`src/rtl/agu_pkg.sv`:
```
// rtl/agu_pkg.sv - shared constants and FSM state type for the AGU index generator
package agu_pkg;

  localparam int IDX_W_DEF = 11;
  localparam int ADR_W_DEF = 20;

  typedef enum logic [1:0] {
    ST_IDLE = 2'd0,
    ST_RUN  = 2'd1,
    ST_DONE = 2'd2
  } agu_state_e;

endpackage

```
`src/rtl/agu_loop_ctr.sv`:
```
// rtl/agu_loop_ctr.sv - single-dimension loop counter with start/end/stride and wrap flag
//
// Ports:
//   clk, rst_n          clock, asynchronous active-low reset
//   cfg_load            latch start/end/stride and set value to start
//   step                advance: value += stride, or reload start when wrap
//   start_in/end_in/stride_in  loop configuration (inclusive end, stride 0 -> 1)
//   value               current loop value
//   wrap                value + stride would exceed end (computed one bit wider)
module agu_loop_ctr
  import agu_pkg::*;
#(
  parameter int W = IDX_W_DEF
) (
  input  logic         clk,
  input  logic         rst_n,
  input  logic         cfg_load,
  input  logic         step,
  input  logic [W-1:0] start_in,
  input  logic [W-1:0] end_in,
  input  logic [W-1:0] stride_in,
  output logic [W-1:0] value,
  output logic         wrap
);

  localparam logic [W-1:0] ONE = {{(W-1){1'b0}}, 1'b1};

  logic [W-1:0] start_q, end_q, stride_q;
  logic [W-1:0] val_q, val_d;
  logic [W:0]   sum;

  // Extra bit keeps an end value near the top of the range from wrapping
  // back to a small number and looking "in range".
  assign sum  = {1'b0, val_q} + {1'b0, stride_q};
  assign wrap = (sum > {1'b0, end_q});

  always_comb begin
    val_d = val_q;
    if (cfg_load) begin
      val_d = start_in;
    end else if (step) begin
      val_d = wrap ? start_q : sum[W-1:0];
    end
  end

  always_ff @(posedge clk or negedge rst_n) begin
    if (!rst_n) begin
      start_q  <= '0;
      end_q    <= '0;
      stride_q <= '0;
      val_q    <= '0;
    end else begin
      if (cfg_load) begin
        start_q  <= start_in;
        end_q    <= end_in;
        stride_q <= (stride_in == '0) ? ONE : stride_in;
      end
      val_q <= val_d;
    end
  end

  assign value = val_q;

endmodule

```
`src/rtl/agu_index_gen.sv`:
```
// rtl/agu_index_gen.sv - two-level (i outer, j inner) index sweep generator feeding the AGU
//
// Ports:
//   clk, rst_n                      clock, asynchronous active-low reset
//   cfg_valid / cfg_ready           configuration handshake (ready only in IDLE)
//   start_0, end_0, stride_0        outer loop i, inclusive bounds
//   start_1, end_1, stride_1        inner loop j, inclusive bounds
//   base_adr_in                     base address latched for the sweep
//   abort                           cancel current sweep (ignored in IDLE)
//   idx_valid / idx_ready           beat handshake toward the AGU
//   index_0, index_1, base_adr      current i, j and latched base
//   last                            current beat is the final one
//   done                            one-cycle pulse after the final beat
//   cfg_err                         one-cycle pulse after an empty-range config
module agu_index_gen
  import agu_pkg::*;
#(
  parameter int IDX_W = IDX_W_DEF,
  parameter int ADR_W = ADR_W_DEF
) (
  input  logic             clk,
  input  logic             rst_n,
  input  logic             cfg_valid,
  output logic             cfg_ready,
  input  logic [IDX_W-1:0] start_0,
  input  logic [IDX_W-1:0] end_0,
  input  logic [IDX_W-1:0] stride_0,
  input  logic [IDX_W-1:0] start_1,
  input  logic [IDX_W-1:0] end_1,
  input  logic [IDX_W-1:0] stride_1,
  input  logic [ADR_W-1:0] base_adr_in,
  input  logic             abort,
  output logic             idx_valid,
  input  logic             idx_ready,
  output logic [IDX_W-1:0] index_0,
  output logic [IDX_W-1:0] index_1,
  output logic [ADR_W-1:0] base_adr,
  output logic             last,
  output logic             done,
  output logic             cfg_err
);

  agu_state_e       state_q, state_d;
  logic             cfg_err_q, cfg_err_d;
  logic [ADR_W-1:0] base_q, base_d;

  logic hs, range_ok, cfg_load, beat, step_j, step_i;
  logic wrap_0, wrap_1;
  logic in_run;

  assign in_run   = (state_q == ST_RUN);
  assign cfg_ready = (state_q == ST_IDLE);
  assign hs       = cfg_valid && cfg_ready;
  assign range_ok = (start_0 <= end_0) && (start_1 <= end_1);
  // Only a non-empty config is latched, so the index/base outputs keep
  // showing the previous sweep after a rejected one.
  assign cfg_load = hs && range_ok;

  assign idx_valid = in_run;
  assign last      = in_run && wrap_0 && wrap_1;
  assign beat      = in_run && idx_ready;

  // Abort wins over a simultaneous beat; the final beat does not advance
  // the counters so the indices hold their last values afterwards.
  assign step_j = beat && !abort && !last;
  assign step_i = step_j && wrap_1;

  agu_loop_ctr #(.W(IDX_W)) u_ctr_inner (
    .clk       (clk),
    .rst_n     (rst_n),
    .cfg_load  (cfg_load),
    .step      (step_j),
    .start_in  (start_1),
    .end_in    (end_1),
    .stride_in (stride_1),
    .value     (index_1),
    .wrap      (wrap_1)
  );

  agu_loop_ctr #(.W(IDX_W)) u_ctr_outer (
    .clk       (clk),
    .rst_n     (rst_n),
    .cfg_load  (cfg_load),
    .step      (step_i),
    .start_in  (start_0),
    .end_in    (end_0),
    .stride_in (stride_0),
    .value     (index_0),
    .wrap      (wrap_0)
  );

  always_comb begin
    state_d   = state_q;
    cfg_err_d = 1'b0;
    base_d    = base_q;
    unique case (state_q)
      ST_IDLE: begin
        if (hs) begin
          if (range_ok) begin
            state_d = ST_RUN;
            base_d  = base_adr_in;
          end else begin
            cfg_err_d = 1'b1;
          end
        end
      end
      ST_RUN: begin
        if (abort) begin
          state_d = ST_IDLE;
        end else if (beat && last) begin
          state_d = ST_DONE;
        end
      end
      ST_DONE: begin
        state_d = ST_IDLE;
      end
      default: begin
        state_d = ST_IDLE;
      end
    endcase
  end

  always_ff @(posedge clk or negedge rst_n) begin
    if (!rst_n) begin
      state_q   <= ST_IDLE;
      cfg_err_q <= 1'b0;
      base_q    <= '0;
    end else begin
      state_q   <= state_d;
      cfg_err_q <= cfg_err_d;
      base_q    <= base_d;
    end
  end

  assign done     = (state_q == ST_DONE);
  assign cfg_err  = cfg_err_q;
  assign base_adr = base_q;

endmodule

```
`config.mk`:
```
export PLATFORM = sky130hd
export DESIGN_NAME = agu_index_gen
export DESIGN_NICKNAME = d
export VERILOG_FILES = /design/src/rtl/agu_pkg.sv /design/src/rtl/agu_loop_ctr.sv /design/src/rtl/agu_index_gen.sv
export SDC_FILE = /design/constraint.sdc
export NUM_CORES = 1
export LEC_CHECK = 0
export ABC_AREA = 1
export BUFFER_PORTS_ARGS = -buffer_cell sky130_fd_sc_hd__buf_2
export CORE_ASPECT_RATIO = 1.4
export CORE_MARGIN = 2
export CORE_UTILIZATION = 56
export DETAILED_ROUTE_END_ITERATION = 16
export PLACE_DENSITY = 0.87
export SLEW_MARGIN = 15
export SYNTH_ARGS = -nofsm -noshare
export SYNTH_HDL_FRONTEND = slang
export SYNTH_SLANG_ARGS = --single-unit
```
`constraint.sdc`:
```
create_clock -name clk -period 3.5 [get_ports clk]
set_input_delay 0.175 -clock clk [delete_from_list [all_inputs] [get_ports clk]]
set_output_delay 0.175 -clock clk [all_outputs]
set_load 0.005 [all_outputs]
```
==> metrics.md, run 1 <==
| Metric | Value |
|---|---|
| Status | `finished with violations` |
| Failing checks | `negative hold slack` |
| Die area | `13500 µm²` |
| Worst Setup Path Type | `register to output pin` |
| CP endpoint kind | `output pin` |
| Post-synth EDFFs | `0` |
| Maximum vdd ir drop | `0.000577 V` |
| Root buffer cell | `clkbuf_16` |
| Total number of vias | `6664` |
| Synth top area share | `0.394` |
| Die height | `137 µm` |
| Post-synth top area cell | `dfrtp_1` |
| TritonCTS Buffers | `9` |
| Final Hold Fails | `10` |
| Cell count after placement | `1212` |
| Synth cell types | `35` |
| Initial core utilization | `0.573` |
| Commonest non-fill, non-tap cells in the layout | `nand2_1 (355), buf_2 (136), inv_1 (120)` |
| Slew Limit Headroom | `0.328` |
| Predominant post-synthesis flop cell | `dfrtp_1` |
| CTS tree | `yes` |
| Power Dens Cells | `1090 nW/µm²` |
| Final-stage net count | `1242` |
| Largest net degree at the start of global routing | `164` |
| CP Data Required Time | `3.32 ns` |
| I/O pin total | `138` |
| CTS Hold Bufs | `0` |
| Initial antenna violation count | `0` |
| Critical path, cell by cell | `ha_4 -> nand2_1 -> o21ai_2 -> nand2_2 -> a21oi_1 -> o21ai_0 -> nand2_2 -> inv_1 -> ha_1 -> a21o_1 -> nor2_1 -> nand2_1 -> nand2_1 -> nand2_1 -> nand2_1 -> nand2_1 -> nand2_2 -> nand3_4 -> inv_2 -> nor2_4 -> buf_2` |
| Layout cells sized above 1 | `0.210` |
| Iter 0 DRT Violations | `380` |
| Max Root-Sink Buffers | `2` |
| Critical Path AT | `3.21 ns` |
| Post-synthesis cell area | `7050 µm²` |
| Synth Area per Inst | `7.43 µm²` |
| Max Fclk | `295 MHz` |
| Final cell count without fillers | `1238` |
| Core area | `12300 µm²` |
| Grt ovf | `0` |
| Fillers | `1006` |
| Detail Route Antenna Nets | `0` |
| Wire length on met2 | `10400 µm` |
| Synthesis-to-layout area growth | `19.4%` |
| DIE WIDTH | `98.8 µm` |
| Gr usage total | `0.262` |
| WP depth | `21` |
| Worst Setup Start Kind | `register` |
| FF+latch count, synth | `111` |
| I/O Buffers | `137` |
| Vias in the first global route | `6226` |
| Final RePlAce weighted congestion | `0.934` |
| Slew Limit Fails | `0` |
| Leak Pwr | `4.92 nW` |
| First-pass GRT wire length | `28200 µm` |
| Part of the power in registers | `0.241` |
| Register area share after synthesis | `0.394` |
| Hold/Removal Path Class | `input pin to asynchronous set/reset pin` |
| Detail Placement HPWL | `13300 µm` |
| Reg2reg setup slack | `0.20 ns` |
| Avg WL per Cell | `15.1 µm` |
| Post-synth ARST share | `1.00` |
| Reg2reg path depth | `24` |
| Int Power | `4.75 mW` |
| Worst r2r src | `u_ctr_inner.value[2]$_DFFE_PN0P_` |
| Rows | `48` |
| Crit path largest cell delay | `0.43 ns` |
| Worst path slowest cell | `dfrtp_1` |
| Worst path most repeated cell | `nand2_1` |
| Met1 WL | `6760 µm` |
| Vias per inst | `5.38` |
| Worst-path clk slew | `0.08 ns` |
| Hold Slack | `-0.0206 ns` |
| Crit path max-delay family | `simple AND/OR/NAND/NOR gates` |
| DRT Pass-1 Iters | `5` |
| Clk Latency, worst-skew pair | `0.35 ns` |
| Worst Skew | `0.0155 ns` |
| Clk sinks | `111` |
| Ranking of synthesized cells by area | `dfrtp_1 (39%), nand2_1 (19%), ha_1 (12%)` |
| Combinational Power Share | `0.636` |
| N_diodes | `0` |
| CTS HTree Levels | `3` |
| Synthesized Nets | `1108` |
| Top routing layer in use | `met4` |
| Worst Path Max Fanout | `4` |
| Final Setup Violations | `0` |
| Final Critical Period | `3.39 ns` |
| Most common cell after layout, fill and taps aside | `nand2_1` |
| Switching Share | `0.481` |
| Part of the cycle the worst path needs | `0.968` |
| Max-Cap Viols | `0` |
| WP buf/inv | `3` |
| Tightest Pin Transition | `1.01 ns` |
| DRC Markers | `0` |
| Setup_tns | `0 ns` |
| YS warnings | `0` |
| R2r endpoint | `u_ctr_inner.value[3]$_DFFE_PN0P_` |
| Final wirelength | `18700 µm` |
| WL met3 | `692 µm` |
| Cells after Synth | `949` |
| Clk pwr share | `0.124` |
| Net Switching | `4.40 mW` |
## cell usage after synthesis, drive strengths merged (2+ instances only)
library cell / count
nand3: 66
xor2: 10
o21ai: 61
a41oi: 2
ha: 66
clkbuf: 5
buf: 30
nand4: 14
nor2: 29
o21a: 2
xnor2: 5
dfrtp: 111
nor3: 8
nand2: 367
o21bai: 2
inv: 125
a21oi: 32
a21o: 5
fa: 2
a21boi: 2
nor4: 2
## cell families after synthesis
| family | count (synthesis) | share of synthesized area |
|---|---|---|
| AND/OR/NAND/NOR | 488 | 0.287 |
| buffers and inverters | 160 | 0.0949 |
| flip-flops | 111 | 0.394 |
| AO/OA/AOI/OAI | 107 | 0.0823 |
| adder cells (fa/ha/maj) | 68 | 0.123 |
| XOR/XNOR | 15 | 0.0186 |
## registers in the layout, summed over array words and instances (netlist names)
signal,count
u_ctr_outer.start_q,11
u_ctr_outer.end_q,11
state_q,2
base_adr,20
u_ctr_inner.start_q,11
u_ctr_outer.stride_q,11
u_ctr_inner.stride_q,11
u_ctr_inner.end_q,11
u_ctr_inner.value,11
u_ctr_outer.value,11
cfg_err,1
## repair_timing
action | in CTS | in global routing
buffers inserted | 0 | 10
resized for setup | 5 | 38
pin swaps | 0 | 11
endpoints found under the setup margin | 12 | 24
## power by group through the flow
stage	sequential (mW)	clock, mW	combinational (mW)
2_1_floorplan	2.12	0	3.85
3_3_place_gp	2.17	0	5.09
3_5_place_dp	2.19	0	5.21
4_1_cts	2.18	1.14	5.31
5_1_grt	2.26	1.19	6.55
6_report	2.20	1.13	5.82
## layer usage
| metal | up-vias | track usage |
|---|---|---|
| met5 | - | 0 |
| met4 | 0 | 0.110 |
| met3 | 69 | 0.0327 |
| met2 | 193 | 0.507 |
| met1 | 3134 | 0.283 |
| li1 | 3268 | - |
## stage by stage
step                      cell area, µm²  setup WS, ns  power [mW]   util
final                               8420         0.111        9.15  0.684
after global routing                8420        -0.117        10.0  0.684
after CTS                           8180       0.00354        8.62  0.664
after detailed placement            7840        0.0528        7.40  0.636
after global placement              7840         0.191        7.27  0.636
after floorplan                     7050         0.483        5.97      -
## worst max-delay path by stage
stage / to / start / slack [ns]
final: last / u_ctr_inner.value[2]$_DFFE_PN0P_ / 0.11
after global routing: last / u_ctr_inner.value[2]$_DFFE_PN0P_ / -0.12
after CTS: last / u_ctr_outer.value[0]$_DFFE_PN0P_ / 0.004
after detailed placement: u_ctr_inner.value[0]$_DFFE_PN0P_ / u_ctr_inner.value[2]$_DFFE_PN0P_ / 0.05
after global placement: u_ctr_inner.value[5]$_DFFE_PN0P_ / u_ctr_inner.value[2]$_DFFE_PN0P_ / 0.19
after floorplan: u_ctr_inner.value[1]$_DFFE_PN0P_ / u_ctr_inner.value[2]$_DFFE_PN0P_ / 0.48
## cell type report
cell class	count	area, µm²	area share
multi-input combinational	678	3800	0.452
sequential	111	2780	0.330
timing repair buffer	158	858	0.102
inverter	125	469	0.0557
clock buffer	10	229	0.0272
tap	150	188	0.0223
clock inverter	6	91.3	0.0109
No activity file was read; power rests on OpenSTA's default activity.
==> run 2, diff against run 1 <==
--- a/config.mk
+++ b/config.mk
@@ -5,11 +5,10 @@
 export SDC_FILE = /design/constraint.sdc
 export NUM_CORES = 1
 export LEC_CHECK = 0
-export ABC_AREA = 1
 export BUFFER_PORTS_ARGS = -buffer_cell sky130_fd_sc_hd__buf_2
 export CORE_ASPECT_RATIO = 1.4
 export CORE_MARGIN = 2
-export CORE_UTILIZATION = 56
+export CORE_UTILIZATION = 55
 export DETAILED_ROUTE_END_ITERATION = 16
 export PLACE_DENSITY = 0.87
 export SLEW_MARGIN = 15
==> metrics.md, run 2 <==
| Metric | Value |
|---|---|
| Status | `finished with violations` |
| Failing checks | `negative hold slack, negative setup slack` |
| Post-synthesis cell area | `6170 µm² (-12%)` |
| Final Hold Fails | `2 (-8)` |
| Synth top area share | `0.405 (+0.0115)` |
| Layout cells sized above 1 | `0.309 (+0.0981)` |
| Clk pwr share | `0.094 (-0.030)` |
| Int Power | `5.83 mW (+23%)` |
| Root buffer cell | `clkbuf_16` |
| Part of the power in registers | `0.194 (-0.047)` |
| Gr usage total | `0.316 (+0.0538)` |
| I/O pin total | `138 (unchanged)` |
| Rows | `45 (-6.3%)` |
| Worst Setup Path Type | `register to output pin` |
| Vias in the first global route | `6174 (-0.84%)` |
| I/O Buffers | `137 (unchanged)` |
| CP Data Required Time | `3.32 ns (about the same)` |
| Critical Path AT | `4.05 ns (+0.84 ns)` |
| Final wirelength | `19700 µm (+5.2%)` |
| Number of flip-flops in the largest register | `20 (unchanged)` |
| Core area | `10900 µm² (-12%)` |
| First-pass GRT wire length | `29600 µm (+4.8%)` |
| Maximum vdd ir drop | `0.00128 V (+120%)` |
| Worst r2r src | `u_ctr_inner.value[0]$_DFFE_PN0P_` |
| Worst setup startpoint | `u_ctr_inner.value[0]$_DFFE_PN0P_` |
| Avg WL per Cell | `18.6 µm (+23%)` |
| Cells after Synth | `723 (-24%)` |
| Tightest Pin Transition | `0.819 ns (-0.188 ns)` |
| Worst Setup Start Kind | `register` |
| N_diodes | `0 (unchanged)` |
| Max Fclk | `236 MHz (-20%)` |
| Register area share after synthesis | `0.405 (+0.0115)` |
| Predominant post-synthesis flop cell | `dfrtp_1` |
| Crit path max-delay family | `simple AND/OR/NAND/NOR gates` |
| Fin util | `0.754 (+0.0704)` |
| Hold/Removal Path Class | `input pin to register` |
| Cell count after placement | `1022 (-16%)` |
| Die height | `129 µm (-5.4%)` |
| Commonest non-fill, non-tap cells in the layout | `nand2_1 (212), buf_2 (135), dfrtp_1 (100)` |
| WHS Endpoint | `state_q[1]$_DFFE_PN0P_` |
| Reg2reg setup slack | `-0.71 ns (-0.91 ns)` |
| Clk Latency, worst-skew pair | `0.36 ns (about the same)` |
| Die area | `12100 µm² (-11%)` |
| PnR worst setup slack | `-0.729 ns (-0.840 ns)` |
| Synthesis-to-layout area growth | `32.8%` |
| Hold Slack | `-0.00163 ns (+0.0190 ns)` |
| Part of the cycle the worst path needs | `1.21 (+0.240)` |
| Worst path slowest cell | `nor4_2` |
| Total number of vias | `6168 (-7.4%)` |
| DRC Markers | `0 (unchanged)` |
| RSZ-0062 raised after global routing | `yes` |
| WP buf/inv | `3 (unchanged)` |
| Slew Limit Headroom | `0.454 (+0.125)` |
| Most frequent cell after synthesis | `nand2_1` |
| Final cell count without fillers | `1058 (-15%)` |
| Detail Route Antenna Nets | `0 (unchanged)` |
| Switching Share | `0.461 (-0.0200)` |
| Max-Cap Viols | `0 (unchanged)` |
| Worst path most repeated cell | `buf_6` |
| TritonCTS Buffers | `9 (unchanged)` |
| Leak Pwr | `4.22 nW (-14%)` |
| Synthesized Nets | `882 (-20%)` |
| Crit path largest cell delay | `0.40 ns (-0.03 ns)` |
| Iter 0 DRT Violations | `453 (+19%)` |
| Synth cell types | `55 (+57%)` |
| Reg2reg path depth | `19 (-21%)` |
| FF+latch count, synth | `100 (-9.9%)` |
| Net Switching | `4.99 mW (+13%)` |
| Slew Limit Fails | `0 (unchanged)` |
| CP endpoint kind | `output pin` |
| DIE WIDTH | `93.5 µm (-5.4%)` |
| Final RePlAce weighted congestion | `0.909 (-2.7%)` |
| Hold depth | `2` |
| Final Setup Violations | `25 (+25)` |
| Power Dens Cells | `1320 nW/µm² (+21%)` |
| Worst Path Max Fanout | `3 (-1)` |
| Post-place instance area | `7360 µm² (-6.0%)` |
| Synth Area per Inst | `8.54 µm² (+15%)` |
| Post-synth top area cell | `dfrtp_1` |
| CTS HTree Levels | `3 (unchanged)` |
| Final-stage net count | `1071 (-14%)` |
| Total power | `10.8 mW (+18%)` |
| DRT Pass-1 Iters | `5 (unchanged)` |
| Vias per inst | `5.83 (+8.3%)` |
| Combinational Power Share | `0.713 (+0.077)` |
| Detail Placement HPWL | `13000 µm (-2.3%)` |
| YS warnings | `0 (unchanged)` |
| R2r endpoint | `u_ctr_inner.value[0]$_DFFE_PN0P_` |
| Critical path, cell by cell | `ha_2 -> inv_2 -> fa_2 -> nor2b_4 -> o2111ai_4 -> a31oi_4 -> nor2_4 -> xnor2_2 -> ha_1 -> nand4_1 -> nor4_2 -> o21ai_1 -> o31a_1 -> a31o_2 -> buf_6 -> and3_4 -> buf_6` |
| Grt ovf | `0 (unchanged)` |
| Largest net degree at the start of global routing | `87 (-47%)` |
| Post-synth EDFFs | `0 (unchanged)` |
| Worst-path clk slew | `0.07 ns (about the same)` |
| CTS tree | `yes` |
| Ranking of synthesized cells by area | `dfrtp_1 (41%), ha_1 (13%), nand2_1 (13%)` |
| Hold path startpoint | `abort` |
| Top cells by instance count after synthesis | `nand2_1 (212), dfrtp_1 (100), ha_1 (66)` |
| Max Root-Sink Buffers | `2 (unchanged)` |
| Initial antenna violation count | `0 (unchanged)` |
| Post-synth ARST share | `1.00 (unchanged)` |
| Cell area after layout | `8190 µm² (-2.6%)` |
| Clk sinks | `100 (-9.9%)` |
| Initial core utilization | `0.568 (-0.00477)` |
| Worst Skew | `0.00815 ns (-0.00735 ns)` |
| Most common cell after layout, fill and taps aside | `nand2_1` |
| Final Critical Period | `4.23 ns (+0.840 ns)` |
run 2: cell types whose count changed after synthesis, sizes merged, moves of 11 or more:
cell / previous run / this run
o211ai: 0 / 18
buf: 30 / 16
dfrtp: 111 / 100
inv: 125 / 63
nand2: 367 / 212
o21ai: 61 / 32
nand3: 66 / 29
a21oi: 32 / 19
run 2: logic make-up after synthesis:
| group | after synthesis | synth area share |
|---|---|---|
| muxes | 3 | 0.00487 |
| and+or+nand+nor | 314 | 0.221 |
| buffers and inverters | 92 | 0.0592 |
| AOI/OAI and AO/OA | 130 | 0.147 |
| DFF | 100 | 0.405 |
| adders and majority gates | 68 | 0.140 |
| xor gates and xnor gates | 16 | 0.0227 |
run 2: area by class of cell:
type | count | area [µm²]
clock inverter | 6 | 55.1
sequential | 100 | 2500
timing repair buffer | 207 | 1300
multi-input combinational | 531 | 3680
fill | 752 | 2670
inverter | 63 | 236
clock buffer | 10 | 239
tap | 141 | 176
run 2: through the flow:
step / setup slack (ns) / setup TNS [ns]
finish: -0.729 / -13.68
global placement: -0.149 / -1.70
floorplan: -0.0110 / -0.0278
global route: -0.792 / -15.72
detailed placement: -0.333 / -5.86
CTS: -0.444 / -4.46
run 2: worst max path at each step:
stage / end / depth (start not counted) / slack (ns)
global route: last / 18 / -0.79
detailed placement: u_ctr_inner.value[7]$_DFFE_PN0P_ / 16 / -0.33
finish: last / 17 / -0.73
global placement: u_ctr_inner.value[8]$_DFFE_PN0P_ / 17 / -0.15
CTS: last / 16 / -0.44
floorplan: u_ctr_outer.value[0]$_DFFE_PN0P_ / 15 / -0.01
run 2: worst register-to-register path, delay by kind of cell (launching register included):
family,cells,cell delay [ns]
and+or+nand+nor,4,0.85
DFF,1,0.38
adders and majority gates,3,0.87
xor gates and xnor gates,1,0.15
buffers and inverters,4,0.50
AOI/OAI and AO/OA,7,1.33
run 2: what timing repair did:
item / 4_1_cts / 5_1_grt
pin swaps: 38 / 20
setup buffers: 12 / 7
resized for setup: 41 / 30
hold endpoints to repair: 0 / 86
endpoints found under the setup margin: 25 / 25
hold buffers: 0 / 2
run 2: power groups by stage:
stage	logic, mW	clock network [mW]	registers, mW
2_1_floorplan	3.71	0	2.01
3_3_place_gp	5.61	0	2.06
3_5_place_dp	5.80	0	2.08
4_1_cts	6.74	1.01	2.07
5_1_grt	8.31	1.07	2.14
6_report	7.71	1.02	2.09
run 2: per-layer routing:
layer | GRT usage | wire length (µm)
met2 | 0.581 | 10500
met5 | 0 | 0
met3 | 0.0442 | 1220
met1 | 0.337 | 6750
met4 | 0.196 | 1170
